$ cat config.mk
export PLATFORM = sky130hd
export DESIGN_NAME = alu_op_sequencer_flat
export DESIGN_NICKNAME = d
export VERILOG_FILES = /design/src/rtl/lc3_pkg.sv /design/src/rtl/alu_op_sequencer_if.sv /design/src/rtl/alu_op_sequencer_nzp_gen.sv /design/src/rtl/alu_op_sequencer.sv /design/src/flat_wrapper.sv
export SDC_FILE = /design/constraint.sdc
export NUM_CORES = 1
export LEC_CHECK = 0
export ABC_CLOCK_PERIOD_IN_PS = 3500
export CAP_MARGIN = 15
export CORE_MARGIN = 8
export CORE_UTILIZATION = 49
export DETAILED_ROUTE_END_ITERATION = 8
export PLACE_DENSITY_LB_ADDON = 0.15
export SYNTH_ARGS = -nofsm -noshare
export SYNTH_HDL_FRONTEND = slang
export SYNTH_SLANG_ARGS = --single-unit
export TNS_END_PERCENT = 20
$ cat constraint.sdc
create_clock -name clk -period 3.5 [get_ports clk]
set_input_delay 0.7 -clock clk [delete_from_list [all_inputs] [get_ports clk]]
set_output_delay 0.7 -clock clk [all_outputs]
set_load 0.02 [all_outputs]
$ cat src/rtl/lc3_pkg.sv
// Shared LC-3 definitions for the ALU op sequencer: opcodes, ALU control
// encodings, FSM state, NZP bit positions and the instruction field decoder.
package lc3_pkg;

  localparam logic [3:0] OP_ADD = 4'b0001;
  localparam logic [3:0] OP_AND = 4'b0101;
  localparam logic [3:0] OP_NOT = 4'b1001;

  localparam logic [1:0] ALU_PASS = 2'b00;
  localparam logic [1:0] ALU_ADD  = 2'b01;
  localparam logic [1:0] ALU_AND  = 2'b10;
  localparam logic [1:0] ALU_NOT  = 2'b11;

  localparam int NZP_N = 2;
  localparam int NZP_Z = 1;
  localparam int NZP_P = 0;

  typedef enum logic [1:0] {
    ST_IDLE   = 2'd0,
    ST_DECODE = 2'd1,
    ST_EXEC   = 2'd2,
    ST_WB     = 2'd3
  } state_t;

  typedef struct packed {
    logic       legal;
    logic [1:0] ctrl;
    logic [2:0] dr;
    logic [2:0] sr1;
    logic [2:0] sr2;
    logic [5:0] imm;
  } dec_t;

  // Unsupported opcodes decode to ALU_PASS so the ALU sees a neutral select.
  function automatic dec_t lc3_decode(input logic [15:0] word);
    dec_t d;
    d.legal = 1'b1;
    d.ctrl  = ALU_PASS;
    d.dr    = word[11:9];
    d.sr1   = word[8:6];
    d.sr2   = word[2:0];
    d.imm   = word[5:0];
    case (word[15:12])
      OP_ADD:  d.ctrl = ALU_ADD;
      OP_AND:  d.ctrl = ALU_AND;
      OP_NOT:  d.ctrl = ALU_NOT;
      default: d.legal = 1'b0;
    endcase
    return d;
  endfunction

endpackage

$ cat src/rtl/alu_op_sequencer_if.sv
// Bus between the sequencer (slave) and its environment (master): the
// issue handshake, the ALU/register-file drives and the status outputs.
interface alu_op_sequencer_if #(
    parameter int DATA_W = 16
);
    // instr is transferred on a rising edge where instr_valid && instr_ready;
    // the issuer must hold instr stable while instr_valid is high and unaccepted.
    logic              instr_valid;
    logic [15:0]       instr;
    logic              instr_ready;
    logic [2:0]        sr1_addr;
    logic [2:0]        sr2_addr;
    logic [5:0]        ir_imm;
    logic [1:0]        alu_control;
    logic [DATA_W-1:0] alu_out;
    logic              rf_we;
    logic [2:0]        dr_addr;
    logic [DATA_W-1:0] rf_wdata;
    logic [2:0]        nzp;
    logic              done;
    logic              illegal;

    modport master (
        output instr_valid, instr, alu_out,
        input  instr_ready, sr1_addr, sr2_addr, ir_imm, alu_control,
               rf_we, dr_addr, rf_wdata, nzp, done, illegal
    );

    modport slave (
        input  instr_valid, instr, alu_out,
        output instr_ready, sr1_addr, sr2_addr, ir_imm, alu_control,
               rf_we, dr_addr, rf_wdata, nzp, done, illegal
    );

endinterface

$ cat src/rtl/alu_op_sequencer_nzp_gen.sv
// Condition-code generator: sign/zero classification of a data word into
// one-hot {N,Z,P}.
module nzp_gen
    import lc3_pkg::*;
#(
    parameter int DATA_W = 16
) (
    input  logic [DATA_W-1:0] value_i,
    output logic [2:0]        nzp_o
);

    always_comb begin
        nzp_o = 3'b000;
        if (value_i[DATA_W-1]) begin
            nzp_o[NZP_N] = 1'b1;
        end else if (value_i == '0) begin
            nzp_o[NZP_Z] = 1'b1;
        end else begin
            nzp_o[NZP_P] = 1'b1;
        end
    end

endmodule

$ cat src/rtl/alu_op_sequencer.sv
// Four-state controller that runs one LC-3 ADD/AND/NOT through the external
// ALU and register file: accept, decode, execute, write back.
module alu_op_sequencer
    import lc3_pkg::*;
#(
    parameter int         DATA_W    = 16,
    parameter logic [2:0] NZP_RESET = 3'b010
) (
    input  logic                clk,
    input  logic                reset,
    alu_op_sequencer_if.slave   bus,
    output state_t              state_o
);

    state_t            state_q;
    logic [15:0]       ir_q;
    logic              instr_ready_q;
    logic [2:0]        sr1_q;
    logic [2:0]        sr2_q;
    logic [5:0]        imm_q;
    logic [1:0]        ctrl_q;
    logic [2:0]        dr_q;
    logic [DATA_W-1:0] result_q;
    logic              rf_we_q;
    logic              done_q;
    logic              illegal_q;
    logic [2:0]        nzp_q;
    logic [2:0]        nzp_d;

    dec_t dec_in;
    dec_t dec_ir;

    assign dec_in = lc3_decode(bus.instr);
    assign dec_ir = lc3_decode(ir_q);

    nzp_gen #(
        .DATA_W (DATA_W)
    ) u_nzp_gen (
        .value_i (result_q),
        .nzp_o   (nzp_d)
    );

    // Drives are loaded on the accept edge so they are already valid during
    // DECODE; DECODE reloads them from ir_q, which yields the same values.
    always_ff @(posedge clk or posedge reset) begin
        if (reset) begin
            state_q       <= ST_IDLE;
            ir_q          <= '0;
            instr_ready_q <= 1'b1;
            sr1_q         <= '0;
            sr2_q         <= '0;
            imm_q         <= '0;
            ctrl_q        <= ALU_PASS;
            dr_q          <= '0;
            result_q      <= '0;
            rf_we_q       <= 1'b0;
            done_q        <= 1'b0;
            illegal_q     <= 1'b0;
            nzp_q         <= NZP_RESET;
        end else begin
            rf_we_q   <= 1'b0;
            done_q    <= 1'b0;
            illegal_q <= 1'b0;
            case (state_q)
                ST_IDLE: begin
                    if (bus.instr_valid && instr_ready_q) begin
                        ir_q          <= bus.instr;
                        sr1_q         <= dec_in.sr1;
                        sr2_q         <= dec_in.sr2;
                        imm_q         <= dec_in.imm;
                        ctrl_q        <= dec_in.ctrl;
                        dr_q          <= dec_in.dr;
                        illegal_q     <= ~dec_in.legal;
                        instr_ready_q <= 1'b0;
                        state_q       <= ST_DECODE;
                    end
                end
                ST_DECODE: begin
                    if (dec_ir.legal) begin
                        sr1_q   <= dec_ir.sr1;
                        sr2_q   <= dec_ir.sr2;
                        imm_q   <= dec_ir.imm;
                        ctrl_q  <= dec_ir.ctrl;
                        dr_q    <= dec_ir.dr;
                        state_q <= ST_EXEC;
                    end else begin
                        ctrl_q        <= ALU_PASS;
                        instr_ready_q <= 1'b1;
                        state_q       <= ST_IDLE;
                    end
                end
                ST_EXEC: begin
                    result_q <= bus.alu_out;
                    rf_we_q  <= 1'b1;
                    done_q   <= 1'b1;
                    state_q  <= ST_WB;
                end
                ST_WB: begin
                    nzp_q         <= nzp_d;
                    ctrl_q        <= ALU_PASS;
                    instr_ready_q <= 1'b1;
                    state_q       <= ST_IDLE;
                end
                default: begin
                    ctrl_q        <= ALU_PASS;
                    instr_ready_q <= 1'b1;
                    state_q       <= ST_IDLE;
                end
            endcase
        end
    end

    assign bus.instr_ready = instr_ready_q;
    assign bus.sr1_addr    = sr1_q;
    assign bus.sr2_addr    = sr2_q;
    assign bus.ir_imm      = imm_q;
    assign bus.alu_control = ctrl_q;
    assign bus.dr_addr     = dr_q;
    assign bus.rf_wdata    = result_q;
    assign bus.rf_we       = rf_we_q;
    assign bus.done        = done_q;
    assign bus.illegal     = illegal_q;
    assign bus.nzp         = nzp_q;
    assign state_o         = state_q;

endmodule

$ cat src/flat_wrapper.sv
// flat-port wrapper written by rule: the top's interface ports become plain ports
module alu_op_sequencer_flat import lc3_pkg::*;
#(
    parameter int         DATA_W    = 16,
    parameter logic [2:0] NZP_RESET = 3'b010
)
  (clk, reset, state_o, bus_instr_valid, bus_instr, bus_alu_out, bus_instr_ready, bus_sr1_addr, bus_sr2_addr, bus_ir_imm, bus_alu_control, bus_rf_we, bus_dr_addr, bus_rf_wdata, bus_nzp, bus_done, bus_illegal);
  alu_op_sequencer_if #(.DATA_W(DATA_W)) bus_i ();
  input  logic clk;
  input  logic reset;
  output state_t state_o;
  input wire logic [$bits(bus_i.instr_valid)-1:0] bus_instr_valid;
  input wire logic [$bits(bus_i.instr)-1:0] bus_instr;
  input wire logic [$bits(bus_i.alu_out)-1:0] bus_alu_out;
  output wire logic [$bits(bus_i.instr_ready)-1:0] bus_instr_ready;
  output wire logic [$bits(bus_i.sr1_addr)-1:0] bus_sr1_addr;
  output wire logic [$bits(bus_i.sr2_addr)-1:0] bus_sr2_addr;
  output wire logic [$bits(bus_i.ir_imm)-1:0] bus_ir_imm;
  output wire logic [$bits(bus_i.alu_control)-1:0] bus_alu_control;
  output wire logic [$bits(bus_i.rf_we)-1:0] bus_rf_we;
  output wire logic [$bits(bus_i.dr_addr)-1:0] bus_dr_addr;
  output wire logic [$bits(bus_i.rf_wdata)-1:0] bus_rf_wdata;
  output wire logic [$bits(bus_i.nzp)-1:0] bus_nzp;
  output wire logic [$bits(bus_i.done)-1:0] bus_done;
  output wire logic [$bits(bus_i.illegal)-1:0] bus_illegal;
  assign bus_i.instr_valid = bus_instr_valid;
  assign bus_i.instr = bus_instr;
  assign bus_i.alu_out = bus_alu_out;
  assign bus_instr_ready = bus_i.instr_ready;
  assign bus_sr1_addr = bus_i.sr1_addr;
  assign bus_sr2_addr = bus_i.sr2_addr;
  assign bus_ir_imm = bus_i.ir_imm;
  assign bus_alu_control = bus_i.alu_control;
  assign bus_rf_we = bus_i.rf_we;
  assign bus_dr_addr = bus_i.dr_addr;
  assign bus_rf_wdata = bus_i.rf_wdata;
  assign bus_nzp = bus_i.nzp;
  assign bus_done = bus_i.done;
  assign bus_illegal = bus_i.illegal;
  alu_op_sequencer #(.DATA_W(DATA_W), .NZP_RESET(NZP_RESET)) u_core (.clk(clk), .reset(reset), .bus(bus_i), .state_o(state_o));
endmodule
; ---- Yosys cells after proc, flatten, opt, wreduce, memory -nomap -nowiden
; Index checks and enable logic that the tools add are counted.
[totals]
mem_count = 0
romBits = 0
latchBits = 0
ff_bits = 57
word_cells = 68
output_inout_bits = 42
ram_bits = 0
input_bits = 35
[op_classes]
n_eq_ne = 12
n_mux = 32
n_mul = 0
order_cmp = 0
add_sub_neg = 0
shifts = 0
reduce_logical = 11
n_bitwise = 1
n_div = 0
[op_table]
columns = operator, n
row1 = 3-bit 2-to-1 mux, 6
row2 = 2-bit case mux with 3 select lines, 3
row3 = 3-bit case mux with 2 select lines, 3
row4 = 16-bit logical NOT, 1
row5 = 6-bit 2-to-1 mux, 2
row6 = 6-bit case mux with 2 select lines, 1
row7 = 1-bit 2-to-1 mux, 10
row8 = 2-bit 2-to-1 mux, 5
row9 = 4-bit by 1-bit equality test with 1-bit output (second input constant), 2
row10 = 4-bit by 3-bit equality test with 1-bit output (second input constant), 2
row11 = 4-bit equality test (second input constant), 2
row12 = 2-bit case mux with 4 select lines, 1
row13 = 3-bit AND reduction, 2
row14 = 3-bit OR reduction, 2
row15 = 2-bit equality test (second input constant), 2
row16 = 2-bit by 1-bit != test with 1-bit output (second input constant), 2
row17 = 2-bit AND reduction, 2
row18 = 1-bit case mux with 3 select lines, 1
row19 = 3-bit nonzero test, 1
row20 = 2-bit by 1-bit equality test with 1-bit output (second input constant), 1
row21 = 2-bit logical NOT, 1
row22 = 2-bit != test (second input constant), 1
row23 = 2-bit nonzero test, 1
row24 = 1-bit logical AND, 1
row25 = 1-bit NOT, 1

; ---- Logic depth before layout (Yosys ltp)
[depth]
word_depth = 6
ltp_mapped = 6
mapped_depth_nobuf = 3

; ---- Modules after synthesis
; A second synthesis with hierarchy kept.
[hier_totals]
cells_unflattened = 159
hier_area_um2 = 2353.5
[modules_own_cells]
columns = module, instances, seq_area_each_um2, cells_per_inst, area_each_um2
row1 = alu_op_sequencer, 1, 1353.8, 152, 2303.5
row2 = nzp_gen, 1, 0.0, 7, 50.0

; ---- Worst setup path before layout
; No wires, ideal clock.
[synth_path]
path_type = flip-flop to flip-flop
start = reg u_core.instr_ready_q, in the netlist u_core.bus.instr_ready
end = reg u_core.dr_q[0], in the netlist u_core.bus.dr_addr[0]
synth_period_minus_slack_ns = 1.772
stages_incl_launch_ff = 6
arrival_time_ns = 1.647
setup_ns = 0.125
path_buffers = 2
path_slack_ns = 1.728
t_required_ns = 3.375
cell_sequence = dfstp_2 > nor4bb_4 > buf_6 > o21bai_4 > buf_12 > mux2_4
[synth_between]
elab_chain_cells = 3
[synth_lines]
columns = element, line
row1 = from (decl), alu_op_sequencer.sv:17  ; logic instr_ready_q;
row2 = from (signal assigned), alu_op_sequencer.sv:49  ; instr_ready_q <= 1'b1;
row3 = from (signal assigned), alu_op_sequencer.sv:74  ; instr_ready_q <= 1'b0;
row4 = from (signal assigned), alu_op_sequencer.sv:88  ; instr_ready_q <= 1'b1;
row5 = 1-bit logical AND, alu_op_sequencer.sv:66  ; if (bus.instr_valid && instr_ready_q) begin
row6 = 2-bit by 1-bit != test with 1-bit output (no line), -
row7 = 3-bit AND reduction (no line), -
row8 = to (signal assigned), alu_op_sequencer.sv:72  ; dr_q <= dec_in.dr;
row9 = to (signal assigned), alu_op_sequencer.sv:84  ; dr_q <= dec_ir.dr;
row10 = to (decl), alu_op_sequencer.sv:22  ; logic [2:0] dr_q;
; No other way between the ends.
; A chain may end at the register's enable or synchronous reset.

; ---- Final worst setup path
[layout_path]
start = reg u_core.state_q[0], in the netlist u_core.state_o[0]
end = out state_o[0]
[layout_rtl]
columns = element, line
row1 = from (decl), alu_op_sequencer.sv:15  ; state_t state_q;
row2 = from (signal assigned), alu_op_sequencer.sv:47  ; state_q <= ST_IDLE;
row3 = from (signal assigned), alu_op_sequencer.sv:75  ; state_q <= ST_DECODE;
row4 = from (signal assigned), alu_op_sequencer.sv:85  ; state_q <= ST_EXEC;
row5 = to (decl), flat_wrapper.sv:11  ; output state_t state_o;
; No word-level cell between the ends.

==> summary.md <==
| Metric | Value |
|---|---|
| Status | completed |
| DP Wirelength | 3800 um |
| Drt drc | 0 |
| Slew @ Worst Pin | 0.492 ns |
| Critical Path RT | 2.80 ns |
| Setup_tns | 0 ns |
| Crit Path Class | register to output pin |
| Max Freq | 0.432 GHz |
| Post-Syn Area per Cell | 15.2 um2 |
| Vias in the first global route | 1653 |
| Final Non-Filler Cells | 301 |
| Die ar. | 7420 um2 |
| First-pass GRT wire length | 8250 um |
| Mapped Area | 2410 um2 |
| Slowest stage cell, crit path | clkdlybuf4s50_1 |
| Slew HR | 0.671 |
| Total Routing Usage GR | 0.140 |
| RSZ-0062 raised after global routing | no |
| Grt ovf | 0 |
| Post-CTS Setup Bufs | 0 |
| Final net count | 268 |
| Final hold viol count | 0 |
| Root Buffer | clkbuf_8 |
| Gates resized, CTS repair | 0 |
| Clock Skews | 0.0124 ns |
| Die Y-Extent | 86.1 um |
| # Max-Cap Violations | 0 |
| Initial antenna violation count | 0 |
| Filler instances | 320 |
| # IOs | 77 |
| Power Density | 333 nW/um2 |
| H-tree Lvls | 2 |
| Post-Syn Nets | 194 |
| WP buf/inv | 1 |
| Final wirelength | 5060 um |
| GP Congestion | 0.758 |
| TritonRoute pass-1 iters | 2 |
| Top cells by area, synth | dfrtp_1 (54%), mux2_2 (23%), mux2_4 (6.2%), buf_4 (2.2%), dfstp_2 (2.2%) |
| CTS tree | built |
| Post-route ant nets | 0 |
| Die X | 86.1 um |
| Later-pin clock latency in the skew report | 0.30 ns |
| Synth-to-Final Area Change | 36.7% |
| Initial Utilization | 0.510 |
| Inserted Diodes | 0 |
| Port Buffer Count | 76 |
| Most common cell in the netlist | dfrtp_1 |
| Placed instance count | 292 |
| Final min period | 2.31 ns |
| Via Count | 1507 |
| Hold crit path type | register to register |
| Share of cells above drive strength 1 | 0.329 |
| Setup crit end kind | output pin |
| VDD IR max | 0.000238 V |
| Post-synth top area cell | dfrtp_1 |
| Endpoints failing setup | 0 |
| Synth top cells by count | dfrtp_1 (52), mux2_2 (49), mux2_4 (10) |
| Post-synthesis cell count | 159 |
| Placed cell areas | 3170 um2 |
| Hold-fix buffers, CTS | 0 |
| Slew Limit Fails | 0 |
| Worst setup SP type | register |
| Share of the synthesized area in the top cell type | 0.540 |
| Post-synth EDFFs | 0 |
| Sequential Area | 1350 um2 |
| Post-Layout Inst Area | 3300 um2 |
| Total CTS buffers | 5 |
| Asr flop ratio synth | 1.00 |
| Worst Path Arrival | 1.61 ns |
| Clock sink total | 54 |
| Clock slew seen by the registers of the worst setup and hold paths | 0.10 ns |
| Crit-path leading delay family | buffers and inverters |
| YS warnings | 0 |
| DR WL/cell | 16.8 um |
| Final worst-path cycle share | 0.661 |
| Distinct cells, synth | 28 |
| Max Buffers Root-to-Sink | 2 |
| Row cnt | 25 |
| P_leak | 0.00150 uW |
| Most used DFF post-synth | dfrtp_1 |
| Fin Hold WS | 0.491 ns |
| Core area | 4720 um2 |
| Area occupied by multi-input gates | 945 um2 |
| Largest net degree at the start of global routing | 55 |
| 1st-iter DRT viols | 33 |
| Crit Path Max Fanout | 11 |
| Sequential share of the synthesized area | 0.561 |
| Flop and latch count out of synthesis | 54 |
| Vias/cell | 5.01 |
| Worst-path cell chain | clkdlybuf4s50_1 |
| CP max stage delay | 0.69 ns |
## logic make-up after synthesis
group | after synthesis | share of synthesized area
xor+xnor | 2 | 0.00727
mux | 59 | 0.291
flops | 54 | 0.561
buf+inv | 14 | 0.0467
simple gates | 21 | 0.0623
compound gates | 9 | 0.0311
## placed cells by master, fill, tap and decap left out, types with 3 or more instances in the layout
cell / Yosys / routed
clkbuf_8: 0 / 5
clkdlybuf4s50_1: 0 / 76
dfrtp_1: 52 / 52
mux2_2: 49 / 49
mux2_4: 10 / 10
nand2_1: 4 / 4
nor2_1: 3 / 3
nor4_1: 4 / 4
o22ai_1: 3 / 3
## metrics by stage
stage	worst slack [ns]	total power [uW]	utilization
2_1_floorplan	1.49	655	-
3_3_place_gp	1.01	698	0.670
3_5_place_dp	0.975	701	0.670
4_1_cts	1.18	1110	0.694
5_1_grt	1.12	1140	0.698
6_report	1.19	1100	0.698
## state kept, by name, indices dropped and copies added, names as in the netlist, named ones only
register / flops
u_core.ir_q: 16
u_core.bus.dr_addr: 3
u_core.bus.ir_imm: 6
u_core.bus.rf_we: 1
u_core.bus.nzp: 3
u_core.bus.alu_control: 2
u_core.bus.illegal: 1
u_core.bus.rf_wdata: 16
u_core.bus.sr1_addr: 3
u_core.bus.instr_ready: 1
u_core.state_o: 1
## layer usage
layer  global-route usage  part of all wire
met1                0.163              0.42
met4               0.0541             0.011
met3               0.0602              0.10
met2                0.221              0.47
met5                    0                 0
## where the power goes
group	total, uW	switching, uW	internal (uW)
Clock	407	193	214
Sequential	623	0	623
Combinational	67.2	23.8	43.5
## worst paths after layout
path                                                     end  slack, ns                           from  cells after the start
min in group asynchronous         u_core.ir_q[2]$_DFFE_PP0P_       0.74                          reset                      2
hold / removal                 u_core.bus.nzp[1]$_DFFE_PP1P_       0.49  u_core.bus.nzp[1]$_DFFE_PP1P_                      2
max in group asynchronous      u_core.bus.nzp[1]$_DFFE_PP1P_       2.15                          reset                      3
setup reg to reg           u_core.bus.dr_addr[1]$_DFFE_PP0P_       1.51  u_core.state_o[0]$_DFFE_PP0P_                      3
hold reg to reg                u_core.bus.nzp[1]$_DFFE_PP1P_       0.49  u_core.bus.nzp[1]$_DFFE_PP1P_                      2
setup / recovery                                  state_o[0]       1.19  u_core.state_o[0]$_DFFE_PP0P_                      1
## final cells by class
class                           instances  share of cell area
Clock buffer                            6              0.0220
Clock inverter                          2              0.0114
Inverter                                2             0.00228
Multi-Input combinational cell         91               0.287
Sequential cell                        54               0.411
Tap cell                               67              0.0254
Timing Repair Buffer                   79               0.241
Note: power is estimated with default switching activity, not from simulation.
